===== config.mk =====
export PLATFORM = sky130hd
export DESIGN_NAME = carpici_denetleyici
export DESIGN_NICKNAME = d
export VERILOG_FILES = /design/src/rtl/carpici_denetleyici.sv
export SDC_FILE = /design/constraint.sdc
export NUM_CORES = 1
export LEC_CHECK = 0
export BUFFER_PORTS_ARGS = -buffer_cell sky130_fd_sc_hd__buf_2
export CORE_UTILIZATION = 50
export DETAILED_ROUTE_END_ITERATION = 12
export PLACE_DENSITY = 0.82
export SLEW_MARGIN = 0
export SYNTH_ARGS = -nofsm -noshare
export SYNTH_HDL_FRONTEND = slang
export SYNTH_SLANG_ARGS = --single-unit

===== constraint.sdc =====
create_clock -name clk_i -period 4.1 [get_ports clk_i]
set_input_delay 0.82 -clock clk_i [delete_from_list [all_inputs] [get_ports clk_i]]
set_output_delay 0.82 -clock clk_i [all_outputs]
set_load 0.05 [all_outputs]

===== src/rtl/carpici_denetleyici.sv =====
// Two-requester front end for a shared combinational 32x32 signed multiplier:
// round-robin grant, multicycle settle, RISC-V M high/low word correction.
module carpici_denetleyici #(
    parameter int CARPIM_CEVRIM = 2
) (
    input  logic        clk_i,
    input  logic        rstn_i,
    input  logic        istek0_gecerli_i,
    output logic        istek0_hazir_o,
    input  logic [31:0] istek0_islec0_i,
    input  logic [31:0] istek0_islec1_i,
    input  logic [1:0]  istek0_islem_i,
    input  logic        istek1_gecerli_i,
    output logic        istek1_hazir_o,
    input  logic [31:0] istek1_islec0_i,
    input  logic [31:0] istek1_islec1_i,
    input  logic [1:0]  istek1_islem_i,
    output logic [31:0] carpici_islec0_o,
    output logic [31:0] carpici_islec1_o,
    output logic        carpici_gecerli_o,
    input  logic [63:0] carpici_carpim_i,
    output logic        sonuc_gecerli_o,
    input  logic        sonuc_hazir_i,
    output logic [31:0] sonuc_o,
    output logic        sonuc_kimlik_o
);

    typedef enum logic [1:0] {BOS, BEKLE, SONUC} durum_t;

    localparam logic [3:0] SAYAC_BAS = 4'(CARPIM_CEVRIM - 1);

    durum_t      durum;
    logic [3:0]  sayac;
    logic        oncelik;
    logic [1:0]  islem_q;
    logic        kimlik_q;

    logic        secim;
    logic        istek_var;
    logic [31:0] sec_islec0;
    logic [31:0] sec_islec1;
    logic [1:0]  sec_islem;

    always_comb begin
        istek_var  = istek0_gecerli_i | istek1_gecerli_i;
        secim      = (istek0_gecerli_i & istek1_gecerli_i) ? oncelik : istek1_gecerli_i;
        sec_islec0 = secim ? istek1_islec0_i : istek0_islec0_i;
        sec_islec1 = secim ? istek1_islec1_i : istek0_islec1_i;
        sec_islem  = secim ? istek1_islem_i  : istek0_islem_i;
    end

    // Gated with reset so a requester held valid through reset sees no grant.
    assign istek0_hazir_o = rstn_i && (durum == BOS) && istek_var && !secim;
    assign istek1_hazir_o = rstn_i && (durum == BOS) && istek_var &&  secim;

    // The multiplier is signed x signed; unsigned operands need the other
    // operand added into the high word for each operand whose MSB is set.
    logic [31:0] ust;
    logic [31:0] ek_a;
    logic [31:0] ek_b;
    logic [31:0] duzeltilmis;

    always_comb begin
        ust  = carpici_carpim_i[63:32];
        ek_a = (islem_q[1] && carpici_islec1_o[31]) ? carpici_islec0_o : 32'd0;
        ek_b = (islem_q == 2'b11 && carpici_islec0_o[31]) ? carpici_islec1_o : 32'd0;
        case (islem_q)
            2'b00:   duzeltilmis = carpici_carpim_i[31:0];
            2'b01:   duzeltilmis = ust;
            default: duzeltilmis = ust + ek_a + ek_b;
        endcase
    end

    always_ff @(posedge clk_i or negedge rstn_i) begin
        if (!rstn_i) begin
            durum             <= BOS;
            sayac             <= 4'd0;
            oncelik           <= 1'b0;
            carpici_islec0_o  <= 32'd0;
            carpici_islec1_o  <= 32'd0;
            islem_q           <= 2'b00;
            kimlik_q          <= 1'b0;
            carpici_gecerli_o <= 1'b0;
            sonuc_gecerli_o   <= 1'b0;
            sonuc_o           <= 32'd0;
            sonuc_kimlik_o    <= 1'b0;
        end else begin
            case (durum)
                BOS: begin
                    if (istek_var) begin
                        carpici_islec0_o  <= sec_islec0;
                        carpici_islec1_o  <= sec_islec1;
                        islem_q           <= sec_islem;
                        kimlik_q          <= secim;
                        oncelik           <= ~secim;
                        sayac             <= SAYAC_BAS;
                        carpici_gecerli_o <= 1'b1;
                        durum             <= BEKLE;
                    end
                end
                BEKLE: begin
                    if (sayac != 4'd0) begin
                        sayac <= sayac - 4'd1;
                    end else begin
                        sonuc_o           <= duzeltilmis;
                        sonuc_kimlik_o    <= kimlik_q;
                        carpici_gecerli_o <= 1'b0;
                        sonuc_gecerli_o   <= 1'b1;
                        durum             <= SONUC;
                    end
                end
                SONUC: begin
                    if (sonuc_hazir_i) begin
                        sonuc_gecerli_o <= 1'b0;
                        durum           <= BOS;
                    end
                end
                default: durum <= BOS;
            endcase
        end
    end

endmodule


## After elaboration in Yosys (flattened, before gate mapping)

Index checks and enable logic that the tools add are counted.

- $lt $le $gt $ge: 0
- Divide/modulo/power cells: 0
- Reduce and logical (&&, ||, !) cells: 18
- Equal/unequal tests: 8
- $add $sub $neg: 3
- Mux-type cells: 20
- Shifts and indexed selects: 0
- Multipliers: 0
- Bitwise operators: 4

Operators by type and width:

| operator | count |
|---|---|
| 2-to-1 mux 32 bit | 4 |
| adder 32 bit | 2 |
| one-hot mux 32 bit (2 select lines) | 1 |
| AND reduction 3 bit | 4 |
| 2-to-1 mux 2 bit | 4 |
| 2-to-1 mux 4 bit | 2 |
| != test 2 bit, second input constant | 4 |
| one-hot mux 4 bit (2 select lines) | 1 |
| logical AND 1 bit | 6 |
| one-hot mux 2 bit (3 select lines) | 1 |
| 2-to-1 mux 1 bit | 5 |
| equality test 2 x 1 -> 1 bit, second input constant | 2 |
| equality test 2 bit, second input constant | 2 |
| zero test 2 bit | 2 |
| one-hot mux 1 bit (2 select lines) | 2 |
| AND reduction 2 bit | 2 |
| nonzero test 2 bit | 2 |
| nonzero test 4 bit | 1 |
| subtractor 4 x 1 -> 4 bit, second input constant | 1 |
| inverter 1 bit | 2 |
| bitwise AND 1 bit | 1 |
| zero test 1 bit | 1 |
| OR 1 bit | 1 |

- Flip-flop bits (word level): 109
- Memories kept: 0
- Output and inout bits: 101
- Latch bits: 0
- Logic and storage cells: 64
- Memory bits (writable): 0
- Bits in read-only memories: 0
- Input port bits: 201

## Longest topological paths before layout

- Word-level depth: 5
- Gate-level depth with buffers: 17

## Worst setup path before layout

OpenSTA, ideal clock, no wires.

- Kind: register -> register
- Start: register carpici_islec0_o[31]
- End: register sonuc_o[27]
- Cell stages (with the launch flop): 17
- Clock period less this slack: 3.676 ns
- Arrival time: 3.589 ns
- Slack: 0.424 ns
- Required time: 4.013 ns
- Path buffers: 1
- Path through: dfrtp_1 and3_1 clkbuf_1 nand2_1 fa_1 inv_1 ha_1 inv_1 fa_1 and2b_1 o2111ai_1 a2111oi_2 o21bai_2 nand2b_2 o22ai_1 xor2_1 a211oi_2

- Longest elaborated chain between the ends: 4

RTL lines:

| item | RTL line | text |
|---|---|---|
| start, declared | 18 | `output logic [31:0] carpici_islec0_o,` |
| start signal, assigned | 91 | `carpici_islec0_o <= sec_islec0;` |
| logical AND 1 bit | 66 | `ek_b = (islem_q == 2'b11 && carpici_islec0_o[31]) ? carpici_islec1_o : 32'd0;` |
| 2-to-1 mux 32 bit | 66 |  |
| adder 32 bit | 70 | `default: duzeltilmis = ust + ek_a + ek_b;` |
| one-hot mux 32 bit (2 select lines) | 67 | `case (islem_q)` |
| end signal, assigned | 105 | `sonuc_o <= duzeltilmis;` |
| end, declared | 24 | `output logic [31:0] sonuc_o,` |

No other way between the ends.
A chain may end at the register's enable or synchronous reset.

## Worst setup path after layout

- Start: register carpici_islec1_o[31]
- End: register sonuc_o[28]

- Longest elaborated chain between the ends: 5

RTL lines:

| item | RTL line | text |
|---|---|---|
| start, declared | 19 | `output logic [31:0] carpici_islec1_o,` |
| start signal, assigned | 92 | `carpici_islec1_o <= sec_islec1;` |
| logical AND 1 bit | 65 | `ek_a = (islem_q[1] && carpici_islec1_o[31]) ? carpici_islec0_o : 32'd0;` |
| 2-to-1 mux 32 bit | 65 |  |
| adder 32 bit (2 in series) | 70 |  |
| one-hot mux 32 bit (2 select lines) | 67 |  |

No other way between the ends.

==> results.cfg <==
[cells_and_area]
final_area_um2 = 9641
final_common_cell = buf_2
drive_gt1_frac = 0.3218
nNetsFinal = 1357
final_cell_mix = 300 x buf_2, 107 x dfrtp_1, 77 x inv_1, 66 x a222oi_1, 55 x nand2_1
area_delta_synth_final_pct = 25.30
final_util = 0.6534
num-fill-cells = 1288

[worst_setup_path]
cp_max_fo = 18
startpoint_type = flop
r2r-end = sonuc_o[28]
crit_chain = buf_4, and3_1, fa_1, ha_1, a21o_1, a21o_1, a221oi_1, a21oi_1, a211oi_1, o31ai_1, xnor2_1, a211oi_1
r2r_cells = 12
worst_path_max_delay_cell = dfrtp_1
end_kind = flop
max_stage_delay_ps = 620
cp_num_buf_inv = 1
critPathRequiredTime_ps = 4370
worstSetupPathType = flop to flop
arrival_ps = 4100
critPathTopFamily = compound AO/OA/AOI/OAI gates
ff2ff_setup_slack_ps = 280
r2r_start = carpici_islec1_o[31]

[routing]
wirelength_mm = 24.57
dr.pass1.iters = 7
drt_iter0_drc = 770
postRouteAntennaNets = 0
wl_per_cell_um = 19.16
vias_per_cell = 5.959
drcViolationCount = 0
vias = 7640

[synth]
ys_async_sr_fraction = 1.000
synth.largest_area_cell = dfrtp_1
ys_types = 62
synth-seq-cells = 109
synthCells = 818
syn_area_um2 = 7694
yosysWarnings = 0
avgSynthCellArea_um2 = 9.405
synth_top_area_frac = 0.3545
yosys-top-cells-area = dfrtp_1 35%, a222oi_1 8.6%, fa_1 8.3%
syn-num-nets = 1083
synth_edf_count = 0
ys_seq_area_frac = 0.3545
ys.flop_type = dfrtp_1

[min_path]
hold_path_end = sonuc_o[12]
hold_class = flop to flop
hp-start = sonuc_o[12]
whs_path_depth = 2

[clock_network]
cts_tree = yes
worstSkewPairLatency_ps = 360
numCtsBuffers = 9
ctsHoldBuffers = 0
post-cts-setup-buffers = 0
cts_sinks = 109
cts_buffer_depth = 2
path_clk_slew_ps = 80
htree_levels = 3
cts_resized = 0
cts_root_buf = clkbuf_16

[global_routing]
track_usage = 0.3150
grt_max_degree = 71
grt_pass1_wl_mm = 38.65
antenna_found_initial = 1
first_global_vias = 7429
gr-total-overflow = 0

[floorplan]
initial_utilization = 0.5215
rows = 44
fp.dieH_um = 126.0
fp.coreArea_um2 = 14750
dieArea_um2 = 15890
ioPinCount = 302
die_w_um = 126.0

[power]
switching_share = 0.5586
combPwrFrac = 0.654
seqPwrFrac = 0.244
power_per_cell_area_nw_per_um2 = 878.5
p_int_uw = 3739
p_sw_uw = 4731
p_leak_uw = 0.005252
power_frac_clock = 0.101
ir_drop_mv = 0.5872

[sta]
finalCritPeriodShare = 0.9325
setup_viol = 0
rsz0062_at_grt = false
final.min_clock_period_ps = 3823
tightest_slew_ps = 891.5
setup_tns_ps = 0
clock_skew_ps = 10.61
slew_violations = 0
max_slew_margin = 0.3903
finalHoldViolCount = 0
fmax_ghz = 0.2615

[placement]
io_buffers = 301
postPlaceCellArea_um2 = 9351
gp_congestion = 0.9474
hpwl_mm = 18.78

[job]
cap_violations = 0

[outcome]
status = completed
[power groups by stage]
stage / clock network [uW] / registers [uW] / logic [uW]
2_1_floorplan: 0 / 3600 / 2520
3_3_place_gp: 0 / 2070 / 5430
6_report: 859 / 2070 / 5540
4_1_cts: 877 / 2060 / 5540
3_5_place_dp: 0 / 2080 / 5510
5_1_grt: 921 / 2130 / 5970
[Yosys cell counts, types with 7 or more instances]
master and number:
a211oi_1 7, a21o_1 24, a21oi_1 53, a222oi_1 66, and2_1 33, and3_1 36, clkbuf_1 45, dfrtp_1 109
fa_1 32, ha_1 32, inv_1 77, mux2i_1 26, nand2_1 56, nor2_1 48, nor3_1 18, o21ai_0 35
o21ai_1 12, xnor2_1 20, xor2_1 11
[registers in the layout (all words and copies together) (netlist names)]
name,cells
sayac,4
sonuc_o,32
carpici_islec1_o,32
islem_q,2
durum,2
sonuc_kimlik_o,1
oncelik,1
sonuc_gecerli_o,1
carpici_islec0_o,32
carpici_gecerli_o,1
kimlik_q,1
[worst max path at each step]
stage | to | slack (ps) | startpoint | cells past startpoint
finish | sonuc_o[28] | 280 | carpici_islec1_o[31] | 12
global placement | sonuc_o[19] | 310 | carpici_carpim_i[33] | 13
global route | sonuc_o[28] | 70 | carpici_islec1_o[31] | 12
CTS | sonuc_o[28] | 350 | carpici_islec1_o[31] | 12
floorplan | sonuc_o[27] | 420 | carpici_islec0_o[31] | 16
detailed placement | sonuc_o[21] | 250 | carpici_carpim_i[33] | 13
[worst reg2reg max path, delay by kind of cell, from the launching register on]
kind                     cells  cell delay [ps]
AO/OA/AOI/OAI                7             1570
adder cells (fa/ha/maj)      2              840
flip-flops                   1              620
buffers and inverters        1              330
AND/OR/NAND/NOR              1              220
XOR/XNOR                     1              160
[cell type report]
type | count | area (um^2) | area share
clock inverter | 4 | 30.03 | 0.003115
multi-input combinational | 579 | 4481 | 0.4648
sequential | 109 | 2730 | 0.2832
antenna | 1 | 2.502 | 0.0002596
inverter | 77 | 289.0 | 0.02998
clock buffer | 12 | 256.5 | 0.02661
tap | 184 | 230.2 | 0.02388
timing repair buffer | 316 | 1622 | 0.1682
[per-layer routing]
metal / GRT usage / routed length [um] / up-vias
li1: - / - / 3528
met1: 0.4096 / 10260 / 3705
met2: 0.5284 / 11780 / 361
met3: 0.06372 / 1905 / 46
met4: 0.09851 / 614 / 0
met5: 0 / 0 / -
[kinds of logic (layout without fill, tap and decap cells)]
logic type      count (synthesis)  in the layout  synth area share
fa+ha+maj                      64             64            0.1353
compound gates                231            231            0.2220
flops                         109            109            0.3545
buf+inv                       130            409           0.06651
mux                            30             30           0.03968
xor+xnor                       31             31           0.03529
other cells                     0              1                 0
simple gates                  223            223            0.1467
[per-stage QoR]
stage | worst slack, ps | power, uW | cells | hold WS, ps
floorplan | 424.3 | 6119 | 818 | 439.3
finish | 276.6 | 8470 | 1282 | 478.2
global route | 65.49 | 9023 | 1281 | 503.1
global placement | 312.2 | 7500 | 1265 | 454.0
detailed placement | 250.6 | 7587 | 1265 | 461.4
CTS | 352.0 | 8474 | 1281 | 478.0
(Power assumes the default switching activity.)
